[src/rtl/pc_sequencer_pkg.sv]
// Shared encodings for the PC sequencer: jump mux selects, FSM states and flush-length bounds.
package pc_sequencer_pkg;

  typedef logic [1:0] sel_t;
  typedef logic [1:0] state_t;

  localparam sel_t SEL_SEQ = 2'b00;
  localparam sel_t SEL_BR  = 2'b01;
  localparam sel_t SEL_J   = 2'b10;
  localparam sel_t SEL_JR  = 2'b11;

  localparam state_t StRun   = 2'd0;
  localparam state_t StStall = 2'd1;
  localparam state_t StFlush = 2'd2;
  localparam state_t StHalt  = 2'd3;

  localparam int unsigned FLUSH_CYCLES_MIN = 1;
  localparam int unsigned FLUSH_CYCLES_MAX = 7;

  // Counter preload: the FLUSH state itself accounts for the final cycle.
  function automatic logic [2:0] flush_load(input int unsigned cycles);
    int unsigned c;
    c = cycles;
    if (c < FLUSH_CYCLES_MIN) c = FLUSH_CYCLES_MIN;
    if (c > FLUSH_CYCLES_MAX) c = FLUSH_CYCLES_MAX;
    return 3'(c - 1);
  endfunction

endpackage

[src/rtl/pc_sequencer_if.sv]
// Redirect request / fetch PC bundle between decode-execute, the sequencer and fetch.
interface pc_sequencer_if;

  logic        stall;
  logic        halt;
  logic [31:0] req_pc;
  logic        br_en;
  logic        br_taken;
  logic [15:0] br_off;
  logic        j_en;
  logic [25:0] j_imm;
  logic        jr_en;
  logic [31:0] jr_addr;
  logic [31:0] pc_out;
  logic [31:0] pc_plus4;
  logic [1:0]  jump_mux_sel;
  logic        flush;
  logic        fetch_valid;
  logic        addr_err;
  logic        halted;

  modport master (
    output stall, halt, req_pc, br_en, br_taken, br_off, j_en, j_imm, jr_en, jr_addr,
    input  pc_out, pc_plus4, jump_mux_sel, flush, fetch_valid, addr_err, halted
  );

  modport slave (
    input  stall, halt, req_pc, br_en, br_taken, br_off, j_en, j_imm, jr_en, jr_addr,
    output pc_out, pc_plus4, jump_mux_sel, flush, fetch_valid, addr_err, halted
  );

endinterface

[src/rtl/pc_sequencer_next_pc_target.sv]
// Redirect priority select (jr > j > taken branch) and the three redirect target adders.
module pc_sequencer_next_pc_target
  import pc_sequencer_pkg::*;
(
  input  logic [31:0] req_pc_i,
  input  logic        br_en_i,
  input  logic        br_taken_i,
  input  logic [15:0] br_off_i,
  input  logic        j_en_i,
  input  logic [25:0] j_imm_i,
  input  logic        jr_en_i,
  input  logic [31:0] jr_addr_i,
  output sel_t        sel_o,
  output logic [31:0] target_o,
  output logic        redirect_o,
  output logic        misalign_o
);

  logic [31:0] req_plus4;
  logic [31:0] br_tgt;
  logic [31:0] j_tgt;
  logic [31:0] jr_tgt;

  assign req_plus4 = req_pc_i + 32'd4;
  assign br_tgt    = req_plus4 + {{14{br_off_i[15]}}, br_off_i, 2'b00};
  assign j_tgt     = {req_plus4[31:28], j_imm_i, 2'b00};
  assign jr_tgt    = {jr_addr_i[31:2], 2'b00};

  always_comb begin
    sel_o    = SEL_SEQ;
    target_o = '0;
    if (jr_en_i) begin
      sel_o    = SEL_JR;
      target_o = jr_tgt;
    end else if (j_en_i) begin
      sel_o    = SEL_J;
      target_o = j_tgt;
    end else if (br_en_i && br_taken_i) begin
      sel_o    = SEL_BR;
      target_o = br_tgt;
    end
  end

  assign redirect_o = (sel_o != SEL_SEQ);
  assign misalign_o = jr_en_i && (jr_addr_i[1:0] != 2'b00);

endmodule

[src/rtl/pc_sequencer.sv]
// Fetch PC register with RUN/STALL/FLUSH/HALT sequencing and a programmable flush window.
module pc_sequencer
  import pc_sequencer_pkg::*;
#(
  parameter logic [31:0] RESET_PC     = 32'h0000_0000,
  parameter int unsigned FLUSH_CYCLES = 1
) (
  input  logic               clk,
  input  logic               rst,
  pc_sequencer_if.slave      bus
);

  localparam logic [2:0] FlushLoad = flush_load(FLUSH_CYCLES);

  logic [31:0] pc_q, pc_d;
  state_t      state_q, state_d;
  logic [2:0]  cnt_q, cnt_d;
  logic        fv_q, fv_d;

  sel_t        raw_sel;
  logic [31:0] target;
  logic        raw_redirect;
  logic        misalign;
  logic        accept;
  logic        redirect;

  pc_sequencer_next_pc_target u_next_pc_target (
    .req_pc_i   (bus.req_pc),
    .br_en_i    (bus.br_en),
    .br_taken_i (bus.br_taken),
    .br_off_i   (bus.br_off),
    .j_en_i     (bus.j_en),
    .j_imm_i    (bus.j_imm),
    .jr_en_i    (bus.jr_en),
    .jr_addr_i  (bus.jr_addr),
    .sel_o      (raw_sel),
    .target_o   (target),
    .redirect_o (raw_redirect),
    .misalign_o (misalign)
  );

  // HALT and reset swallow every request, including its select and error pulse.
  assign accept   = !rst && (state_q != StHalt);
  assign redirect = accept && raw_redirect;

  always_comb begin
    pc_d    = pc_q;
    state_d = state_q;
    cnt_d   = cnt_q;
    fv_d    = fv_q;
    if (state_q == StHalt) begin
      fv_d = 1'b0;
    end else begin
      if (redirect) begin
        pc_d    = target;
        state_d = StFlush;
        cnt_d   = FlushLoad;
        fv_d    = 1'b0;
      end else if (state_q == StFlush) begin
        fv_d = 1'b0;
        if (cnt_q != 3'd0) begin
          cnt_d = cnt_q - 3'd1;
        end else begin
          state_d = bus.stall ? StStall : StRun;
          fv_d    = !bus.stall;
        end
      end else if (bus.stall) begin
        state_d = StStall;
      end else if (state_q == StStall) begin
        state_d = StRun;
        fv_d    = 1'b1;
      end else begin
        pc_d    = pc_q + 32'd4;
        state_d = StRun;
        fv_d    = 1'b1;
      end
      // Halt takes the state but a concurrent redirect still lands its target.
      if (bus.halt) begin
        state_d = StHalt;
        fv_d    = 1'b0;
        if (!redirect) pc_d = pc_q;
      end
    end
  end

  always_ff @(posedge clk) begin
    if (rst) begin
      pc_q    <= RESET_PC;
      state_q <= StRun;
      cnt_q   <= 3'd0;
      fv_q    <= 1'b0;
    end else begin
      pc_q    <= pc_d;
      state_q <= state_d;
      cnt_q   <= cnt_d;
      fv_q    <= fv_d;
    end
  end

  assign bus.pc_out       = pc_q;
  assign bus.pc_plus4     = pc_q + 32'd4;
  assign bus.jump_mux_sel = accept ? raw_sel : SEL_SEQ;
  assign bus.flush        = (state_q == StFlush);
  assign bus.fetch_valid  = fv_q;
  assign bus.addr_err     = accept && misalign;
  assign bus.halted       = (state_q == StHalt);

endmodule

[src/flat_wrapper.sv]
// flat-port wrapper written by rule: the top's interface ports become plain ports
module pc_sequencer_flat import pc_sequencer_pkg::*;
#(
  parameter logic [31:0] RESET_PC     = 32'h0000_0000,
  parameter int unsigned FLUSH_CYCLES = 1
)
  (clk, rst, bus_stall, bus_halt, bus_req_pc, bus_br_en, bus_br_taken, bus_br_off, bus_j_en, bus_j_imm, bus_jr_en, bus_jr_addr, bus_pc_out, bus_pc_plus4, bus_jump_mux_sel, bus_flush, bus_fetch_valid, bus_addr_err, bus_halted);
  pc_sequencer_if bus_i ();
  input  logic clk;
  input  logic rst;
  input wire logic [$bits(bus_i.stall)-1:0] bus_stall;
  input wire logic [$bits(bus_i.halt)-1:0] bus_halt;
  input wire logic [$bits(bus_i.req_pc)-1:0] bus_req_pc;
  input wire logic [$bits(bus_i.br_en)-1:0] bus_br_en;
  input wire logic [$bits(bus_i.br_taken)-1:0] bus_br_taken;
  input wire logic [$bits(bus_i.br_off)-1:0] bus_br_off;
  input wire logic [$bits(bus_i.j_en)-1:0] bus_j_en;
  input wire logic [$bits(bus_i.j_imm)-1:0] bus_j_imm;
  input wire logic [$bits(bus_i.jr_en)-1:0] bus_jr_en;
  input wire logic [$bits(bus_i.jr_addr)-1:0] bus_jr_addr;
  output wire logic [$bits(bus_i.pc_out)-1:0] bus_pc_out;
  output wire logic [$bits(bus_i.pc_plus4)-1:0] bus_pc_plus4;
  output wire logic [$bits(bus_i.jump_mux_sel)-1:0] bus_jump_mux_sel;
  output wire logic [$bits(bus_i.flush)-1:0] bus_flush;
  output wire logic [$bits(bus_i.fetch_valid)-1:0] bus_fetch_valid;
  output wire logic [$bits(bus_i.addr_err)-1:0] bus_addr_err;
  output wire logic [$bits(bus_i.halted)-1:0] bus_halted;
  assign bus_i.stall = bus_stall;
  assign bus_i.halt = bus_halt;
  assign bus_i.req_pc = bus_req_pc;
  assign bus_i.br_en = bus_br_en;
  assign bus_i.br_taken = bus_br_taken;
  assign bus_i.br_off = bus_br_off;
  assign bus_i.j_en = bus_j_en;
  assign bus_i.j_imm = bus_j_imm;
  assign bus_i.jr_en = bus_jr_en;
  assign bus_i.jr_addr = bus_jr_addr;
  assign bus_pc_out = bus_i.pc_out;
  assign bus_pc_plus4 = bus_i.pc_plus4;
  assign bus_jump_mux_sel = bus_i.jump_mux_sel;
  assign bus_flush = bus_i.flush;
  assign bus_fetch_valid = bus_i.fetch_valid;
  assign bus_addr_err = bus_i.addr_err;
  assign bus_halted = bus_i.halted;
  pc_sequencer #(.RESET_PC(RESET_PC), .FLUSH_CYCLES(FLUSH_CYCLES)) u_core (.clk(clk), .rst(rst), .bus(bus_i));
endmodule
[config.mk]
export PLATFORM = sky130hd
export DESIGN_NAME = pc_sequencer_flat
export DESIGN_NICKNAME = d
export VERILOG_FILES = /design/src/rtl/pc_sequencer_pkg.sv /design/src/rtl/pc_sequencer_if.sv /design/src/rtl/pc_sequencer_next_pc_target.sv /design/src/rtl/pc_sequencer.sv /design/src/flat_wrapper.sv
export SDC_FILE = /design/constraint.sdc
export NUM_CORES = 1
export LEC_CHECK = 0
export BUFFER_PORTS_ARGS = -buffer_cell sky130_fd_sc_hd__buf_4
export CORE_UTILIZATION = 50
export DETAILED_ROUTE_END_ITERATION = 12
export PLACE_DENSITY = 0.8
export RECOVER_POWER = 25
export SLEW_MARGIN = 40
export SYNTH_ARGS = -nofsm -noshare
export SYNTH_HDL_FRONTEND = slang
export SYNTH_SLANG_ARGS = --single-unit
[constraint.sdc]
create_clock -name clk -period 4.3 [get_ports clk]
set_clock_uncertainty 0.1 [all_clocks]
set_input_delay 0.215 -clock clk [delete_from_list [all_inputs] [get_ports clk]]
set_output_delay 0.215 -clock clk [all_outputs]
set_load 0.05 [all_outputs]
==> results of run 1 <==
==> layout make-up <==
| type | count | area (um^2) |
|---|---|---|
| Tap cell | 133 | 166.4 |
| Clock buffer | 5 | 68.82 |
| Timing Repair Buffer | 187 | 1303 |
| Sequential cell | 38 | 760.7 |
| Multi-Input combinational cell | 596 | 4187 |
| Clock inverter | 2 | 10.01 |
| Fill cell | 925 | 3336 |
| Inverter | 21 | 78.83 |
==> synth_stat cells, types with 3 or more instances <==
library cell / n
a21o_1: 16
a211oi_1: 20
or2_2: 4
a2111oi_0: 4
o21ai_0: 31
nor3b_1: 3
or4_1: 3
and4_1: 6
and3_1: 12
a22oi_1: 13
a221o_1: 4
nand3_1: 29
nand2b_1: 11
a21oi_1: 33
nand2_1: 54
a31oi_1: 9
inv_1: 20
buf_2: 7
nor2b_1: 4
dfxtp_1: 38
nor2_1: 67
o21bai_1: 3
xnor2_1: 64
a221oi_1: 12
o22a_1: 3
o22ai_1: 7
nand4_1: 18
or3_1: 3
xor2_1: 43
and2_1: 5
ha_1: 38
clkbuf_1: 26
o211ai_1: 7
nor3_1: 18
==> power by group <==
group | leakage [uW] | internal, uW | switching (uW)
Combinational | 0.00245 | 316 | 526
Clock | 0.0000438 | 109 | 132
Sequential | 0.000313 | 380 | 52.1
==> registers in the layout, summed over array words and instances, names as in the netlist <==
signal                  count
u_core.bus.fetch_valid      1
u_core.bus.pc_out          32
u_core.cnt_q                3
u_core.state_q              2
==> routing by layer <==
layer	global-route usage	part of all wire	routed length, um	vias to the layer above
li1	-	-	-	2862
met1	0.4180	0.45	7558	2683
met2	0.5076	0.47	7800	264
met3	0.03070	0.067	1116	24
met4	0.07041	0.016	266	0
met5	0	0	0	-
==> worst max-delay path, delay by kind of cell <==
kind            cells  cell delay (ps)
buf+inv             1              100
fa+ha+maj           1              380
compound gates      4              740
simple gates        8             1950
xor+xnor            1              150
==> cell usage in the layout, fill, tap and decap left out, drive strengths merged, types with 3 or more instances in the layout <==
master	synthesis	routed
a2111oi	4	4
a211oi	21	21
a21o	16	16
a21oi	34	34
a221o	4	4
a221oi	13	13
a22oi	13	13
a31oi	9	9
and2	5	5
and3	13	13
and4	8	8
buf	11	160
clkbuf	27	32
clkinv	1	3
dfxtp	38	38
ha	38	38
inv	20	20
nand2	55	55
nand2b	11	11
nand3	30	30
nand4	21	21
nor2	68	68
nor2b	4	4
nor3	19	19
nor3b	4	4
nor4	3	3
o211ai	7	7
o21ai	31	31
o21bai	3	3
o22a	3	3
o22ai	7	7
or2	4	4
or3	4	4
or4	3	3
xnor2	64	64
xor2	43	43
==> per-stage QoR <==
step	setup WS [ps]	area (um^2)	hold WS (ps)	power, uW	cells
2_1_floorplan	1034	5202	191.7	1001	693
3_3_place_gp	625.1	6596	329.2	1277	975
3_5_place_dp	563.8	6596	338.0	1286	975
4_1_cts	863.7	6675	28.37	1520	982
5_1_grt	540.0	6574	30.33	1590	982
6_report	845.0	6574	33.00	1515	982
==> worst paths after layout <==
path,start,end,slack [ps],cells past startpoint
setup / recovery,bus_req_pc[5],u_core.bus.pc_out[31]$_SDFFE_PP0P_,840,15
hold / removal,bus_halt,u_core.bus.fetch_valid$_SDFFE_PP0P_,30,2
setup reg to reg,u_core.bus.pc_out[2]$_SDFFE_PP0P_,u_core.bus.pc_out[28]$_SDFFE_PP0P_,1510,9
hold reg to reg,u_core.bus.pc_out[1]$_SDFFE_PP0P_,u_core.bus.pc_out[1]$_SDFFE_PP0P_,380,2
==> cells by family after synthesis <==
group,count (synthesis),share of synthesized area
compound gates,189,0.2537
xor+xnor,108,0.1847
fa+ha+maj,39,0.09524
buf+inv,59,0.04906
flops,38,0.1462
mux,2,0.004088
simple gates,258,0.2670
==> results.toml, run 1 <==
[clock_network]
cts_max_path_buffers = 2
cts_tree = "done"
cts-hold-fix-buffers = 0
h-tree-depth = 2
cts_resized = 0
clkSlewWorstSetupHoldPaths_ps = 80
clock-root-buffer = "clkbuf_8"
postCtsSetupBuffers = 0
cts_sinks = 38
cts_made_buffers = 5
worstSkewPairLatency_ps = 300

[setup_path]
cpPeakStageDelay_ps = 540
cp-end-kind = "flip-flop"
start_kind = "input pin"
crit_fanout = 6
crit_type = "input pin to flip-flop"
cp_data_required_time_ps = 4390
worstPathArrival_ps = 3540
cp_cell_sequence = "buf_4 -> and4_1 -> nand4_4 -> nor3_1 -> nand2_1 -> xnor2_1 -> ha_1 -> nand2_1 -> or4_1 -> nor2_1 -> nor3_1 -> o221ai_1 -> a31oi_1 -> o211ai_1 -> a31oi_1"
crit_slowest_cell = "or4_1"

[route]
wirelength_um = 16740
drc_errors = 0
via_count = 5833
ant_nets = 0
wl_per_cell_um = 17.05
first_pass_iters = 5
vias_per_cell = 5.940
drt_iter0_markers = 342

[die]
num_rows = 36
ios = 184
die_y_um = 104.0
core_area_mm2 = 0.009910
start_util = 0.5250
die_x_um = 104.0
die_area_mm2 = 0.01082

[global_routing]
overflow = 0
grt_pass1_wl_um = 27270
antenna_found_initial = 0
grtUsageTotal = 0.3036
grt_pass1_vias = 5505
grt_max_degree = 44

[pwr]
peakVddDrop_mv = 0.1270
leakagePower_uw = 0.002806
power_density_mw_per_mm2 = 230.4

[sta]
hold_viol = 0
min_period_over_period = 0.8035
clock.fmax_mhz = 289.4
slew_headroom = 0.5651
tightestPinTransition_ps = 651.0
finalMaxSlewViolations = 0
setup_viol_count_final = 0
min_period_ps = 3455
setup_tns_ps = 0
rsz0062_at_grt = "no"

[placed_design]
place_congestion = 0.9899
numPortBuffers = 183
hpwl_um = 13610

[synthesis]
syn-num-nets = 846
synth.avg_cell_area_um2 = 7.507
synthCells = 693
synth_top_area_frac = 0.1462
async_flop_share = 0
synth_cell_types = 80
synth_top_area_cell = "dfxtp_1"
synth_ff_type = "dfxtp_1"
ys_seq_area_frac = 0.1462
synthTopCellsByArea = "dfxtp_1 (15%), xnor2_1 (11%), ha_1 (9.1%)"
ys_warn_count = 0
syn_area_mm2 = 0.005202
synth_edf_count = 0
synth_seq_cells = 38

[min_path]
worstHoldPathType = "input pin to flip-flop"

[finish]
drive_gt1_frac = 0.2250
fin_util = 0.6634
area_delta_synth_final_pct = 26.36
nets = 1002
diodes = 0

[job]
max_cap_viol_count = 0

[run_status]
status = "finished clean"
Power figures use the tool's default switching activity.
==> inputs of run 2 (changes only) <==
==> constraint.sdc (replaced) <==
create_clock -name clk -period 3.6 [get_ports clk]
set_clock_uncertainty 0.1 [all_clocks]
set_input_delay 0.18 -clock clk [delete_from_list [all_inputs] [get_ports clk]]
set_output_delay 0.18 -clock clk [all_outputs]
set_load 0.05 [all_outputs]
==> run 2 against run 1 <==
- critical endpoint is now u_core.bus.pc_out[22]$_SDFFE_PP0P_
- sequential cell count stayed put
- sequential share of layout area shrank 0.16 points
- critical path type unchanged
- die area stayed put
- first-iteration DRC count down 5.0%
==> results.toml, run 2 (synthesis gave the netlist of run 1 again) <==
[clock_network]
cts_made_buffers = 5
h-tree-depth = 2
cts_tree = "done"
worstSkewPairLatency_ps = 290
cts_sinks = 38
cts_resized = 0
postCtsSetupBuffers = 0
clock-root-buffer = "clkbuf_8"
cts_max_path_buffers = 2
clkSlewWorstSetupHoldPaths_ps = 80

[pwr]
p_sw_uw = 847.0
pwr-share-seq = 0.280
combPwrFrac = 0.552
power_density_mw_per_mm2 = 276.4
total_power_uw = 1842
p_int_uw = 995.2
p_sw_frac = 0.4598
peakVddDrop_mv = 0.1662
leakagePower_uw = 0.002859
p_clk_frac = 0.169

[setup_path]
cp-end-kind = "flip-flop"
worstPathArrival_ps = 3270
cp_data_required_time_ps = 3670
rrSetupSlack_ps = 850
r2r-start = "u_core.bus.pc_out[2]$_SDFFE_PP0P_"
crit_type = "input pin to flip-flop"
crit_fanout = 6
start_kind = "input pin"
worst-r2r-cell-count = 9
rr_endpoint = "u_core.bus.pc_out[28]$_SDFFE_PP0P_"

[route]
drt_iter0_markers = 325
vias_per_cell = 5.892
ant_nets = 0
wl_per_cell_um = 17.19
drc_errors = 0
first_pass_iters = 5
via_count = 5851
wirelength_um = 17070

[min_path]
worstHoldPathType = "input pin to flip-flop"
hp-start = "bus_req_pc[0]"
hold-path-cell-count = 3
hold_path_end = "u_core.bus.pc_out[0]$_SDFFE_PP0P_"

[die]
die_area_mm2 = 0.01082
ios = 184
die_x_um = 104.0
die_y_um = 104.0
num_rows = 36
core_area_mm2 = 0.009910
start_util = 0.5250

[global_routing]
grtUsageTotal = 0.3111
grt_pass1_vias = 5698
antenna_found_initial = 0
grt.busiest_layer = "met2"
overflow = 0
grt.met2_usage = 0.5333
grt_use_met1 = 0.4163
grt_pass1_wl_um = 27740
met3_usage = 0.03133
grt_max_degree = 44

[sta]
min_period_over_period = 0.8892
rsz0062_at_grt = "no"
clock.fmax_mhz = 312.4
tightestPinTransition_ps = 669.2
min_period_ps = 3201
finalMaxSlewViolations = 0
setup_viol_count_final = 0
setup_tns_ps = 0
hold_viol = 0
slew_headroom = 0.5522

[finish]
area_delta_synth_final_pct = 28.09
nets = 1012
layout_commonest_cell = "buf_4"
drive_gt1_frac = 0.2326
largest_reg_flops = 32
diodes = 0
final_cell_mix = "buf_4 (169), nor2_1 (67), xnor2_1 (64)"

[placed_design]
place_congestion = 0.9416
numPortBuffers = 183
hpwl_um = 14040

[run_status]
status = "finished clean"

[job]
max_cap_viol_count = 0
[run 2: worst max-delay path, stage by stage]
cell and delay, ps:
buf_4 110, and4_1 340, and3_2 250, nand4_1 100
xnor2_1 220, ha_1 310, a21oi_1 230, o211ai_1 140
nor3b_1 360, a211oi_2 160, o31ai_1 290, xnor2_1 100
a221oi_1 390, nor4_1 80
[run 2: power groups by stage]
stage | clock network [uW] | logic, uW | registers [uW]
finish | 310 | 1020 | 515
detailed placement | 0 | 1020 | 523
global placement | 0 | 1010 | 520
CTS | 313 | 1030 | 513
floorplan | 0 | 582 | 613
global route | 330 | 1090 | 520
[run 2: repair_timing]
action | 4_1_cts | 5_1_grt
endpoints found under the hold margin | 1 | 0
hold buffers | 1 | 0
setup endpoints to repair | 0 | 0
[run 2: routing by layer]
layer | wire [um] | part of all wire
met1 | 7770 | 0.46
met2 | 7978 | 0.47
met3 | 1029 | 0.060
met4 | 288 | 0.017
met5 | 0 | 0
[run 2: layout make-up]
cell class	count	area, um^2
inverters	21	78.83
repair buffers	197	1380
well taps	133	166.4
clock buffers	7	86.33
clock inverters	1	5.005
multi-input cells	596	4187
flip-flops and latches	38	760.7
fillers	907	3246
[run 2: worst max path at each step]
| stage | from | endpoint | slack (ps) | cells after the start |
|---|---|---|---|---|
| after floorplan | bus_req_pc[5] | u_core.bus.pc_out[31]$_SDFFE_PP0P_ | 370 | 15 |
| after global placement | bus_req_pc[5] | u_core.bus.pc_out[31]$_SDFFE_PP0P_ | 160 | 16 |
| after detailed placement | bus_req_pc[4] | u_core.bus.pc_out[22]$_SDFFE_PP0P_ | 130 | 14 |
| after CTS | bus_req_pc[4] | u_core.bus.pc_out[22]$_SDFFE_PP0P_ | 430 | 14 |
| after global routing | bus_req_pc[4] | u_core.bus.pc_out[31]$_SDFFE_PP0P_ | 160 | 16 |
| final | bus_req_pc[4] | u_core.bus.pc_out[22]$_SDFFE_PP0P_ | 400 | 14 |
[run 2: metrics by stage]
step / hold slack, ps / instances / setup slack [ps] / instance area, um^2 / util
finish: 46.40 / 993 / 398.8 / 6664 / 0.6725
global route: 56.83 / 993 / 155.0 / 6664 / 0.6725
CTS: 46.61 / 993 / 431.2 / 6765 / 0.6827
detailed placement: 303.0 / 984 / 128.3 / 6664 / 0.6725
global placement: 293.9 / 984 / 163.9 / 6664 / 0.6725
floorplan: 156.7 / 693 / 369.1 / 5202 / -
